--- config.mk ---
export PLATFORM = sky130hd
export DESIGN_NAME = rowbias_shuffler
export DESIGN_NICKNAME = d
export VERILOG_FILES = /design/src/rtl/rowbias_shuffler.sv
export SDC_FILE = /design/constraint.sdc
export NUM_CORES = 1
export LEC_CHECK = 0
export CORE_UTILIZATION = 45
export DETAILED_ROUTE_END_ITERATION = 7
export PLACE_DENSITY_LB_ADDON = 0.25
export SYNTH_ARGS = -nofsm -noshare
export SYNTH_HDL_FRONTEND = slang
export SYNTH_SLANG_ARGS = --single-unit
--- constraint.sdc ---
create_clock -name clock -period 6.2 [get_ports clock]
set_clock_uncertainty 0.15 [all_clocks]
set_input_delay 0.93 -clock clock [delete_from_list [all_inputs] [get_ports clock]]
set_output_delay 0.93 -clock clock [all_outputs]
set_load 0.03 [all_outputs]
--- src/rtl/rowbias_shuffler.sv ---
// Per-row permutation generator: Fisher-Yates shuffle of a one-hot identity pool,
// driven by a 16-bit Galois LFSR, published for rowbias to index by one-hot rqindex.
module rowbias_shuffler #(
   parameter int unsigned w      = 9,
   parameter int unsigned LFSR_W = 16
) (
   input  logic              clock,
   input  logic              reset,
   input  logic              start,
   input  logic              seed_load,
   input  logic [LFSR_W-1:0] seed,
   output logic              busy,
   output logic              done,
   output logic              pool_valid,
   output logic [w*w-1:0]    pool
);

   localparam int unsigned       IW         = (w > 1) ? $clog2(w) : 1;
   localparam logic [IW-1:0]     IDX_TOP    = IW'(w - 1);
   localparam logic [LFSR_W-1:0] LFSR_TAPS  = LFSR_W'(16'hB400);
   localparam logic [LFSR_W-1:0] LFSR_RESET = LFSR_W'(16'hACE1);

   typedef enum logic [1:0] {StIdle, StInit, StShuffle, StFin} state_e;

   state_e            state_q, state_d;
   logic [w-1:0]      pool_q [w];
   logic [w-1:0]      pool_d [w];
   logic [IW-1:0]     idx_q, idx_d;
   logic [IW-1:0]     mask, cand;
   logic              accept;
   logic [LFSR_W-1:0] lfsr_q, lfsr_d, lfsr_step;
   logic              busy_d, done_d, pool_valid_d;

   function automatic logic [w-1:0] onehot(input int unsigned i);
      logic [w-1:0] one;
      one    = '0;
      one[0] = 1'b1;
      return one << i;
   endfunction

   // Smear idx rightwards to get the smallest 2^k-1 covering it.
   always_comb begin
      mask = idx_q;
      for (int unsigned i = 0; i < IW; i++) begin
         mask = mask | (mask >> 1);
      end
   end

   assign cand      = lfsr_q[IW-1:0] & mask;
   assign accept    = (cand <= idx_q);
   assign lfsr_step = {1'b0, lfsr_q[LFSR_W-1:1]} ^ (lfsr_q[0] ? LFSR_TAPS : '0);

   always_comb begin
      state_d = state_q;
      pool_d  = pool_q;
      idx_d   = idx_q;
      lfsr_d  = lfsr_q;
      unique case (state_q)
         StIdle: begin
            if (seed_load) begin
               lfsr_d = (seed == '0) ? LFSR_RESET : seed;
            end
            if (start) begin
               state_d = StInit;
            end
         end
         StInit: begin
            for (int unsigned i = 0; i < w; i++) begin
               pool_d[i] = onehot(i);
            end
            idx_d   = IDX_TOP;
            state_d = (w == 1) ? StFin : StShuffle;
         end
         StShuffle: begin
            lfsr_d = lfsr_step;
            if (accept) begin
               // cand == idx degenerates to a self-swap, which leaves the pool unchanged.
               pool_d[idx_q] = pool_q[cand];
               pool_d[cand]  = pool_q[idx_q];
               idx_d         = idx_q - IW'(1);
               if (idx_q == IW'(1)) begin
                  state_d = StFin;
               end
            end
         end
         StFin: begin
            state_d = StIdle;
         end
         default: begin
            state_d = StIdle;
         end
      endcase
   end

   // Status flags are registered from the current state, so they trail it by one cycle.
   always_comb begin
      busy_d       = (state_q == StInit) || (state_q == StShuffle);
      done_d       = (state_q == StFin);
      pool_valid_d = !busy_d;
   end

   always_ff @(posedge clock or posedge reset) begin
      if (reset) begin
         state_q    <= StIdle;
         idx_q      <= IDX_TOP;
         lfsr_q     <= LFSR_RESET;
         busy       <= 1'b0;
         done       <= 1'b0;
         pool_valid <= 1'b1;
         for (int unsigned i = 0; i < w; i++) begin
            pool_q[i] <= onehot(i);
         end
      end else begin
         state_q    <= state_d;
         idx_q      <= idx_d;
         lfsr_q     <= lfsr_d;
         busy       <= busy_d;
         done       <= done_d;
         pool_valid <= pool_valid_d;
         pool_q     <= pool_d;
      end
   end

   for (genvar i = 0; i < w; i++) begin : g_pool
      assign pool[i*w +: w] = pool_q[i];
   end

endmodule
# ---- Yosys cells after proc, flatten, opt, wreduce, memory -nomap -nowiden
# Cells that the tools add are included.
dict set report word_totals {
  register_bits 106
  latchBits 0
  ram_bits 0
  rom_bits 0
  wordCells 72
  n_memories 0
}
dict set report classes {
  addsub 1
  n_mul 0
  n_div 0
  magnitude_cmp 5
  n_eq_ne 8
  shifts 0
  mux 24
  n_bitwise 8
  reduce_logical 11
}
# operator n
set ops {}
lappend ops {{bitwise mux 81 bit} 2}
lappend ops {{case mux 81 bit (2 select lines)} 1}
lappend ops {{2-to-1 mux 81 bit} 1}
lappend ops {{binary-select mux 9 bit (select 4 bit)} 2}
lappend ops {{demux 9 bit (select 4 bit)} 2}
lappend ops {{2-to-1 mux 9 bit} 6}
lappend ops {{2-to-1 mux 16 bit} 3}
lappend ops {{case mux 16 bit (2 select lines)} 1}
lappend ops {{zero test 16 bit} 1}
lappend ops {{OR 4 x 3 -> 4 bit} 4}
lappend ops {{XOR 15 x 16 -> 16 bit} 1}
lappend ops {{greater-or-equal comparator 5 bit, second input constant} 2}
lappend ops {{less-than comparator 5 x 1 -> 1 bit, second input constant} 2}
lappend ops {{inverter 4 -> 5 bit} 2}
lappend ops {{!= test 2 bit, second input constant} 4}
lappend ops {{case mux 2 bit (4 select lines)} 1}
lappend ops {{case mux 4 bit (2 select lines)} 1}
lappend ops {{2-to-1 mux 2 bit} 3}
lappend ops {{bitwise AND 4 bit} 1}
lappend ops {{equality test 2 bit, second input constant} 2}
lappend ops {{equality test 4 x 1 -> 1 bit, second input constant} 1}
lappend ops {{<= comparator 4 bit} 1}
lappend ops {{2-to-1 mux 4 bit} 1}
lappend ops {{AND reduction 2 bit} 2}
lappend ops {{other kinds (8)} 10}

# ---- Longest topological paths before layout
# Gate-level depths: netlist (run 1).
dict set report logic_depth {
  word_depth 13
  depth_mapped 15
  depth_no_buf 10
}

# ---- Worst setup path before layout (run 1)
# No wires, ideal clock.
dict set report synth_timing {
  kind {register to register}
  from {reg idx_q[0]}
  to {reg pool_q, in the netlist pool[56]}
  setup_ns 0.126
  arrival_ns 3.608
  slack_ns 2.316
  path_stages_with_launch 15
  period_less_slack_ns 3.884
  cell_sequence {dfrtp_1 > clkbuf_1 > buf_2 > clkinv_1 > ha_1 > clkbuf_2 > or4b_1 > buf_2 > nand2_1 > ha_1 > a311oi_1 > a21oi_1 > nand2_1 > nor2_1 > a221o_1}
}
dict set report synth_between {
  elab_chain_len 13
  word_cells_on_any_way 30
}
# element line_no
set synth_lines {}
lappend synth_lines {{start, declared} 28} ;# logic [IW-1:0] idx_q, idx_d;
lappend synth_lines {{start signal, assigned} 115} ;# idx_q <= idx_d;
lappend synth_lines {{OR 4 x 3 -> 4 bit (4 in a row)} 45} ;# mask = mask | (mask >> 1);
lappend synth_lines {{bitwise AND 4 bit} 49} ;# assign cand = lfsr_q[IW-1:0] & mask;
lappend synth_lines {{inverter 4 -> 5 bit (not written as such)} {78, 79}}
lappend synth_lines {{greater-or-equal comparator 5 bit (not written as such), or another cell as far along} 79} ;# pool_d[cand] = pool_q[idx_q];
lappend synth_lines {{logical AND 1 bit (not written as such) or 2-to-1 mux 9 bit (tied branches)} {79, 78}}
lappend synth_lines {{2-to-1 mux 9 bit (on tied branches)} {79, 78}}
lappend synth_lines {{demux 9 bit (select 4 bit) or bitwise mux 81 bit (tied branches)} {79, 78}}
lappend synth_lines {{bitwise mux 81 bit} 79}
lappend synth_lines {{2-to-1 mux 81 bit} 76} ;# if (accept) begin
lappend synth_lines {{case mux 81 bit (2 select lines)} 58} ;# unique case (state_q)
lappend synth_lines {{end signal, assigned by index} 111} ;# pool_q[i] <= onehot(i);
lappend synth_lines {{end signal, assigned} 120} ;# pool_q <= pool_d;
lappend synth_lines {{end, declared} 26} ;# logic [w-1:0] pool_q [w];
# Parallel ways exist; a longest one is shown, timed or not. The select of a mux whose other input is x is not followed.
# A chain may end at the register's enable or synchronous reset.

# ---- Final worst setup path (run 1)
dict set report layout_timing {
  from {reg idx_q[1]}
  to {reg pool_q, in the netlist pool[0]}
}
# Same word-level chain as after synthesis.

==> results of run 1 <==
[cell usage after synthesis (all sizes together) (2+ instances only)]
| library cell | n | area share [%] |
|---|---|---|
| a21oi | 27 | 2.2 |
| nand3 | 12 | 0.94 |
| mux4 | 9 | 3.2 |
| nor3b | 2 | 0.23 |
| xor2 | 2 | 0.27 |
| nand2 | 126 | 7.4 |
| nor4 | 14 | 1.4 |
| and3 | 6 | 0.66 |
| nor2 | 35 | 2.0 |
| a21o | 4 | 0.47 |
| a221o | 3 | 0.47 |
| a311oi | 3 | 0.51 |
| o211ai | 4 | 0.55 |
| clkbuf | 18 | 1.1 |
| o221ai | 70 | 9.5 |
| a22oi | 2 | 0.23 |
| buf | 25 | 2.1 |
| or3 | 3 | 0.29 |
| inv | 21 | 1.2 |
| dfrtp | 87 | 34 |
| o2111ai | 2 | 0.55 |
| or2 | 2 | 0.19 |
| dfstp | 19 | 7.8 |
| nor3 | 8 | 0.70 |
| a222oi | 6 | 0.94 |
| a31oi | 5 | 0.49 |
| o221a | 2 | 0.35 |
| and2 | 8 | 0.78 |
| nand4 | 13 | 1.4 |
| o22a | 4 | 0.55 |
| mux2 | 4 | 0.70 |
| a221oi | 3 | 0.41 |
| a211oi | 19 | 2.3 |
| mux2i | 20 | 3.1 |
| o22ai | 15 | 1.5 |
| ha | 10 | 1.9 |
| o31ai | 4 | 0.55 |
| o21ai | 36 | 2.9 |
| nand2b | 4 | 0.39 |
| nor2b | 16 | 1.6 |
[report_power, final]
group	switching, W	internal (W)	total, W
clock network	0.000269	0.000338	0.000607
registers	0.000182	0.000865	0.00105
logic	0.00171	0.000657	0.00236
total	0.00216	0.00186	0.00402
[cell type report]
class	instances	area, um2
fill	1275	6010
multi-input combinational	518	3470
sequential	106	2680
timing repair buffer	112	1100
clock buffer	11	253
tap	180	225
inverter	22	85.1
clock inverter	5	61.3
[cell families after synthesis]
logic type / synth area share (%)
AOI/OAI and AO/OA: 25.8
buffers and inverters: 4.48
muxes: 6.98
and+or+nand+nor: 18.7
xor gates and xnor gates: 0.409
adders and majority gates: 1.95
DFF: 41.7
[per-stage QoR]
stage,hold slack (ns),cell area (um2),power [W]
after floorplan,0.300,6420,0.00250
after global placement,0.312,7540,0.00327
after detailed placement,0.322,7540,0.00330
after CTS,0.333,7860,0.00391
after global routing,0.354,7870,0.00418
final,0.328,7870,0.00402
[per-layer routing]
metal	vias up	global-route usage, %	part of all wire (%)
met4	0	11.7	2.5
met3	59	12.1	12
met2	457	51.7	45
li1	2817	-	-
met5	-	0	0
met1	3299	46.1	40
[flip-flops by register name, summed over array words and instances (netlist names)]
register,flops
pool,81
lfsr_q,16
idx_q,4
state_q,2
busy,1
done,1
pool_valid,1
[worst min-delay path: stages (launching register included)]
cell	delay (ns)
sky130_fd_sc_hd__dfstp_2	0.37
sky130_fd_sc_hd__nand2_1	0.04
sky130_fd_sc_hd__o21ai_0	0.06
[placed cells by master (no fill, tap or decap), types with 8 or more instances in the layout]
master,instances
sky130_fd_sc_hd__nand4_1,12
sky130_fd_sc_hd__mux4_2,9
sky130_fd_sc_hd__nor2b_1,16
sky130_fd_sc_hd__nor2_1,35
sky130_fd_sc_hd__a211oi_1,18
sky130_fd_sc_hd__nand2_1,126
sky130_fd_sc_hd__ha_1,10
sky130_fd_sc_hd__clkbuf_16,9
sky130_fd_sc_hd__clkdlybuf4s50_1,103
sky130_fd_sc_hd__dfrtp_1,87
sky130_fd_sc_hd__o21ai_0,29
sky130_fd_sc_hd__inv_1,19
sky130_fd_sc_hd__and2_1,8
sky130_fd_sc_hd__o22ai_1,15
sky130_fd_sc_hd__o221ai_1,70
sky130_fd_sc_hd__nand3_1,12
sky130_fd_sc_hd__a21oi_1,26
sky130_fd_sc_hd__mux2i_1,19
sky130_fd_sc_hd__nor4_1,14
sky130_fd_sc_hd__dfstp_2,19
sky130_fd_sc_hd__buf_4,9
[how the worst max path moves through the flow]
stage	start	end	cells past startpoint
5_1_grt	idx_q[1]$_DFFE_PP0P_	pool[0]$_DFFE_PP1P_	10
3_3_place_gp	idx_q[2]$_DFFE_PP0P_	pool[56]$_DFFE_PP0P_	11
3_5_place_dp	idx_q[2]$_DFFE_PP0P_	pool[0]$_DFFE_PP1P_	10
2_1_floorplan	idx_q[0]$_DFFE_PP0P_	pool[56]$_DFFE_PP0P_	14
4_1_cts	idx_q[2]$_DFFE_PP0P_	pool[0]$_DFFE_PP1P_	10
6_report	idx_q[1]$_DFFE_PP0P_	pool[0]$_DFFE_PP1P_	10
==> flow_summary.json, run 1 <==
{
  "cts_hold_buffers": 0,
  "die_width_um": 121,
  "tritoncts": "done",
  "dpl_worst_slack_ns": 1.58,
  "grt_antenna_before_repair": 0,
  "worst_skew_pair.late_latency_ns": 0.36,
  "rows": 43,
  "post_route_cells_drive_above_1_share_pct": 9.69,
  "setup_repair_bufs_after_cts": 0,
  "leak_pwr_nw": 3.14,
  "pin_count_of_the_biggest_net_entering_global_routing": 66,
  "setup-violations-final": 0,
  "run_status": "completed",
  "grt_pass1_wl_mm": 37.4,
  "synth_cell_type_count": 73,
  "routabilityCongestion": 0.963,
  "drt_pass1_iterations": 8,
  "worstPathMaxFanout": 19,
  "worst_slew_margin_rel_pct": 27.6,
  "htree_levels": 3,
  "seq_area_frac_synth_pct": 41.7,
  "finish.net_count": 799,
  "dp.cells": 938,
  "i_o_pins": 104,
  "worst_slew_pin_slew_ns": 1.09,
  "final_instance_count_excl_fillers": 954,
  "cp_max_stage_delay_ns": 0.64,
  "detail_route.drc_violations": 0,
  "hold_class": "reg -> reg",
  "critical_path.cell_chain": "inv_1 > ha_1 > or4b_1 > nand2_1 > ha_1 > a311oi_1 > a21oi_1 > nand2_1 > nor3_1 > a222oi_1",
  "synth-edff-count": 0,
  "ys_async_sr_fraction_pct": 100,
  "max_freq_mhz": 220,
  "clock_tree_sinks": 106,
  "critical_path.n_buffers_inverters": 1,
  "synth_area_per_cell_um2": 9.32,
  "post_syn_nets": 719,
  "timing.setup.critical_path_class": "reg -> reg",
  "min_from": "lfsr_q[10]$_DFFE_PP1P_",
  "power-per-cell-area_nw_per_um2": 511,
  "cp.arrival_ns": 4.64,
  "reg2regPathDepth": 10,
  "final.setup.tns_ns": 0,
  "ys_seq_elements": 106,
  "number_of_max_slew_violations_in_the_final_report": 0,
  "yosysWarnings": 0,
  "area_growth_pct": 22.5,
  "grt-ovfl-total": 0,
  "clkTransAtPathRegs_ns": 0.07,
  "cts_buffers": 9,
  "cell_area_after_synthesis_um2": 6420,
  "final_core_util_pct": 56.7,
  "finalWorstSetupSlack_ns": 1.66,
  "critical_path_required_ns": 6.30,
  "die_h_um": 121,
  "core-area_um2": 13900,
  "vdd_drop_max_mv": 0.206,
  "via_per_inst": 6.95,
  "antenna_cells": 0,
  "timing.critical_path.to_type": "flop",
  "ant_nets": 0,
  "rsz0062_at_grt": "no",
  "floorplan.initialDensity_pct": 46.3,
  "num_vias": 6632,
  "min_period_over_period_pct": 73.2,
  "die_area_um2": 14700,
  "cpMaxStageDelayCell": "sky130_fd_sc_hd__dfrtp_1",
  "worst_path_dominant_cell_family": "simple AND/OR/NAND/NOR gates",
  "root_buffer": "sky130_fd_sc_hd__clkbuf_16",
  "detailed_route_wire_length_per_cell_um": 25.8,
  "gr-usage-all-layers_pct": 34.5,
  "hold_depth": 2,
  "io_buffers": 103,
  "grt_pass1_vias": 6275,
  "clock_tree.buffer_depth": 2,
  "drt_iter0_markers": 884,
  "worstReg2RegStart": "idx_q[1]$_DFFE_PP0P_",
  "r2r_end": "pool[0]$_DFFE_PP1P_",
  "worst_hold_path.endpoint": "lfsr_q[10]$_DFFE_PP1P_",
  "hpwl_mm": 17.1,
  "synthesis.instances": 689,
  "finalWirelength_mm": 24.6,
  "max-cap-violations": 0,
  "final.min_clock_period_ns": 4.54,
  "finalHoldViolations": 0,
  "rrSetupSlack_ns": 1.66,
  "postSynth.topFlopCell": "sky130_fd_sc_hd__dfrtp_1",
  "worst_setup_path_start_kind": "flop",
  "cts.repair.resized": 0
}
No activity file was read; power rests on OpenSTA's default activity.
==> run 2, diff against run 1 <==
- clock period: 6.2 -> 4 ns (I/O delays scaled with it)
==> flow_summary.json, run 2 (same netlist as run 1, synthesis figures left out) <==
{
  "run_status": "completed",
  "detail_route.drc_violations": 0,
  "clock_tree_sinks": 106,
  "area_growth_pct": 26.1,
  "finalWirelength_mm": 26.0,
  "clock_tree.buffer_depth": 2,
  "fin_hold_ws_ns": 0.331,
  "max_freq_mhz": 260,
  "ant_nets": 0,
  "worst_hold_path.endpoint": "lfsr_q[10]$_DFFE_PP1P_",
  "gr-usage-all-layers_pct": 36.7,
  "worstPathMaxFanout": 18,
  "power-per-cell-area_nw_per_um2": 799,
  "io_buffers": 103,
  "antenna_cells": 0,
  "cp_max_stage_delay_ns": 0.69,
  "layout.cells.most_common": "sky130_fd_sc_hd__nand2_1",
  "via_per_inst": 6.80,
  "num_vias": 6677,
  "drt_pass1_iterations": 6,
  "die_width_um": 121,
  "max-cap-violations": 0,
  "final.setup.tns_ns": 0,
  "route.met2.wl_mm": 11.6,
  "worst_slew_margin_rel_pct": 25.9,
  "post_route_cells_drive_above_1_share_pct": 12.8,
  "rrSetupSlack_ns": 0.15,
  "hpwl_mm": 18.4,
  "cts_buffers": 9,
  "min_period_over_period_pct": 96.3,
  "r2r_end": "pool[48]$_DFFE_PP0P_",
  "core-area_um2": 13900,
  "worst_slew_pin_slew_ns": 1.11,
  "routabilityCongestion": 1.00,
  "pin_count_of_the_biggest_net_entering_global_routing": 107,
  "cpMaxStageDelayCell": "sky130_fd_sc_hd__a211oi_2",
  "worst_skew_pair.late_latency_ns": 0.37,
  "grt_pass1_wl_mm": 39.6,
  "worstReg2RegStart": "idx_q[1]$_DFFE_PP0P_",
  "grt-ovfl-total": 0,
  "final.min_clock_period_ns": 3.85,
  "cp.arrival_ns": 3.97,
  "finalHoldViolations": 0,
  "critical_path.cell_chain": "buf_4 > or4b_1 > nand2_1 > ha_1 > o21ai_0 > a211oi_2 > and2_1 > nand3_1 > o221ai_1",
  "finish.net_count": 827,
  "ff_latch_area_um2": 2680,
  "detailed_place.area_um2": 7770,
  "cts_hold_buffers": 0,
  "tritoncts": "done",
  "setup-violations-final": 0,
  "grt_pass1_vias": 6383,
  "layout.cells.most_common_list": "126 x sky130_fd_sc_hd__nand2_1, 103 x sky130_fd_sc_hd__clkdlybuf4s50_1, 87 x sky130_fd_sc_hd__dfrtp_1",
  "fillCellCount": 1267,
  "final_instance_count_excl_fillers": 982,
  "leak_pwr_nw": 3.27,
  "min_from": "lfsr_q[10]$_DFFE_PP1P_",
  "postLayoutCellArea_um2": 8090,
  "met1Wirelength_mm": 10.8,
  "reg2regPathDepth": 9,
  "largest_register_ffs": 81,
  "dp.cells": 966,
  "multiInputGateArea_um2": 3470,
  "number_of_max_slew_violations_in_the_final_report": 0,
  "hold_class": "reg -> reg",
  "highest_layer": "met4",
  "wl_met3_mm": 3.10,
  "root_buffer": "sky130_fd_sc_hd__clkbuf_16",
  "htree_levels": 3,
  "die_area_um2": 14700,
  "drt_iter0_markers": 995,
  "die_h_um": 121,
  "clkTransAtPathRegs_ns": 0.07,
  "i_o_pins": 104,
  "grt_antenna_before_repair": 0,
  "detailed_route_wire_length_per_cell_um": 26.5,
  "rows": 43,
  "rsz0062_at_grt": "no",
  "critical_path_required_ns": 4.11,
  "timing.critical_path.to_type": "flop",
  "timing.setup.critical_path_class": "reg -> reg",
  "vdd_drop_max_mv": 0.329,
  "floorplan.initialDensity_pct": 46.3,
  "hold_depth": 2,
  "worst_setup_path_start_kind": "flop"
}
run 2: changes by cell type in the layout (fill, tap and decap cells not counted), sizes merged:
cell	before	now
buf	9	37
clkinv	4	2
bufinv	1	2
clkbuf	11	10
clkinvlp	0	1
inv	22	23
run 2: worst max path at each step:
| stage | startpoint | end | slack (ns) | cells past startpoint |
|---|---|---|---|---|
| floorplan | idx_q[0]$_DFFE_PP0P_ | pool[56]$_DFFE_PP0P_ | 0.12 | 14 |
| global placement | idx_q[1]$_DFFE_PP0P_ | pool[37]$_DFFE_PP0P_ | 0.47 | 9 |
| detailed placement | idx_q[1]$_DFFE_PP0P_ | pool[48]$_DFFE_PP0P_ | 0.30 | 9 |
| CTS | idx_q[1]$_DFFE_PP0P_ | pool[48]$_DFFE_PP0P_ | 0.28 | 9 |
| global route | idx_q[1]$_DFFE_PP0P_ | pool[48]$_DFFE_PP0P_ | 0.009 | 9 |
| finish | idx_q[1]$_DFFE_PP0P_ | pool[48]$_DFFE_PP0P_ | 0.15 | 9 |
run 2: repair_timing:
item,4_1_cts,5_1_grt
endpoints found under the setup margin,0,1
setup buffers,0,0
resized for setup,0,1
run 2: stage by stage:
stage | util (%) | setup WS [ns] | total power [W]
finish | 58.3 | 0.147 | 0.00646
global route | 58.3 | 0.00927 | 0.00673
CTS | 58.3 | 0.277 | 0.00631
detailed placement | 56.0 | 0.296 | 0.00531
global placement | 56.0 | 0.475 | 0.00528
floorplan | - | 0.116 | 0.00387
run 2: cell type report:
type	count	area share, %
multi-input cells	518	42.8
flip-flops and latches	106	33.1
repair buffers	140	16.3
clock buffers	10	2.83
well taps	180	2.78
clock inverters	6	1.11
inverters	22	1.05
run 2: power by group:
| group | total [W] | internal, W | leakage (nW) | switching, W |
|---|---|---|---|---|
| logic | 0.00388 | 0.00115 | 1.73 | 0.00273 |
| registers | 0.00159 | 0.00134 | 1.39 | 0.000252 |
| clock network | 0.000988 | 0.000553 | 0.153 | 0.000436 |
run 2: worst max-delay path: cells and delay by family (launching register included):
family                   cells  cell delay, ns
buffers and inverters        1            0.21
AND/OR/NAND/NOR              4            1.54
flip-flops                   1            0.38
adder cells (fa/ha/maj)      1            0.17
AO/OA/AOI/OAI                3            1.28
run 2: metal layers:
layer	up-vias	GRT usage (%)
met4	0	12.3
met5	-	0
met3	43	7.57
met2	483	54.0
met1	3272	53.2
li1	2879	-
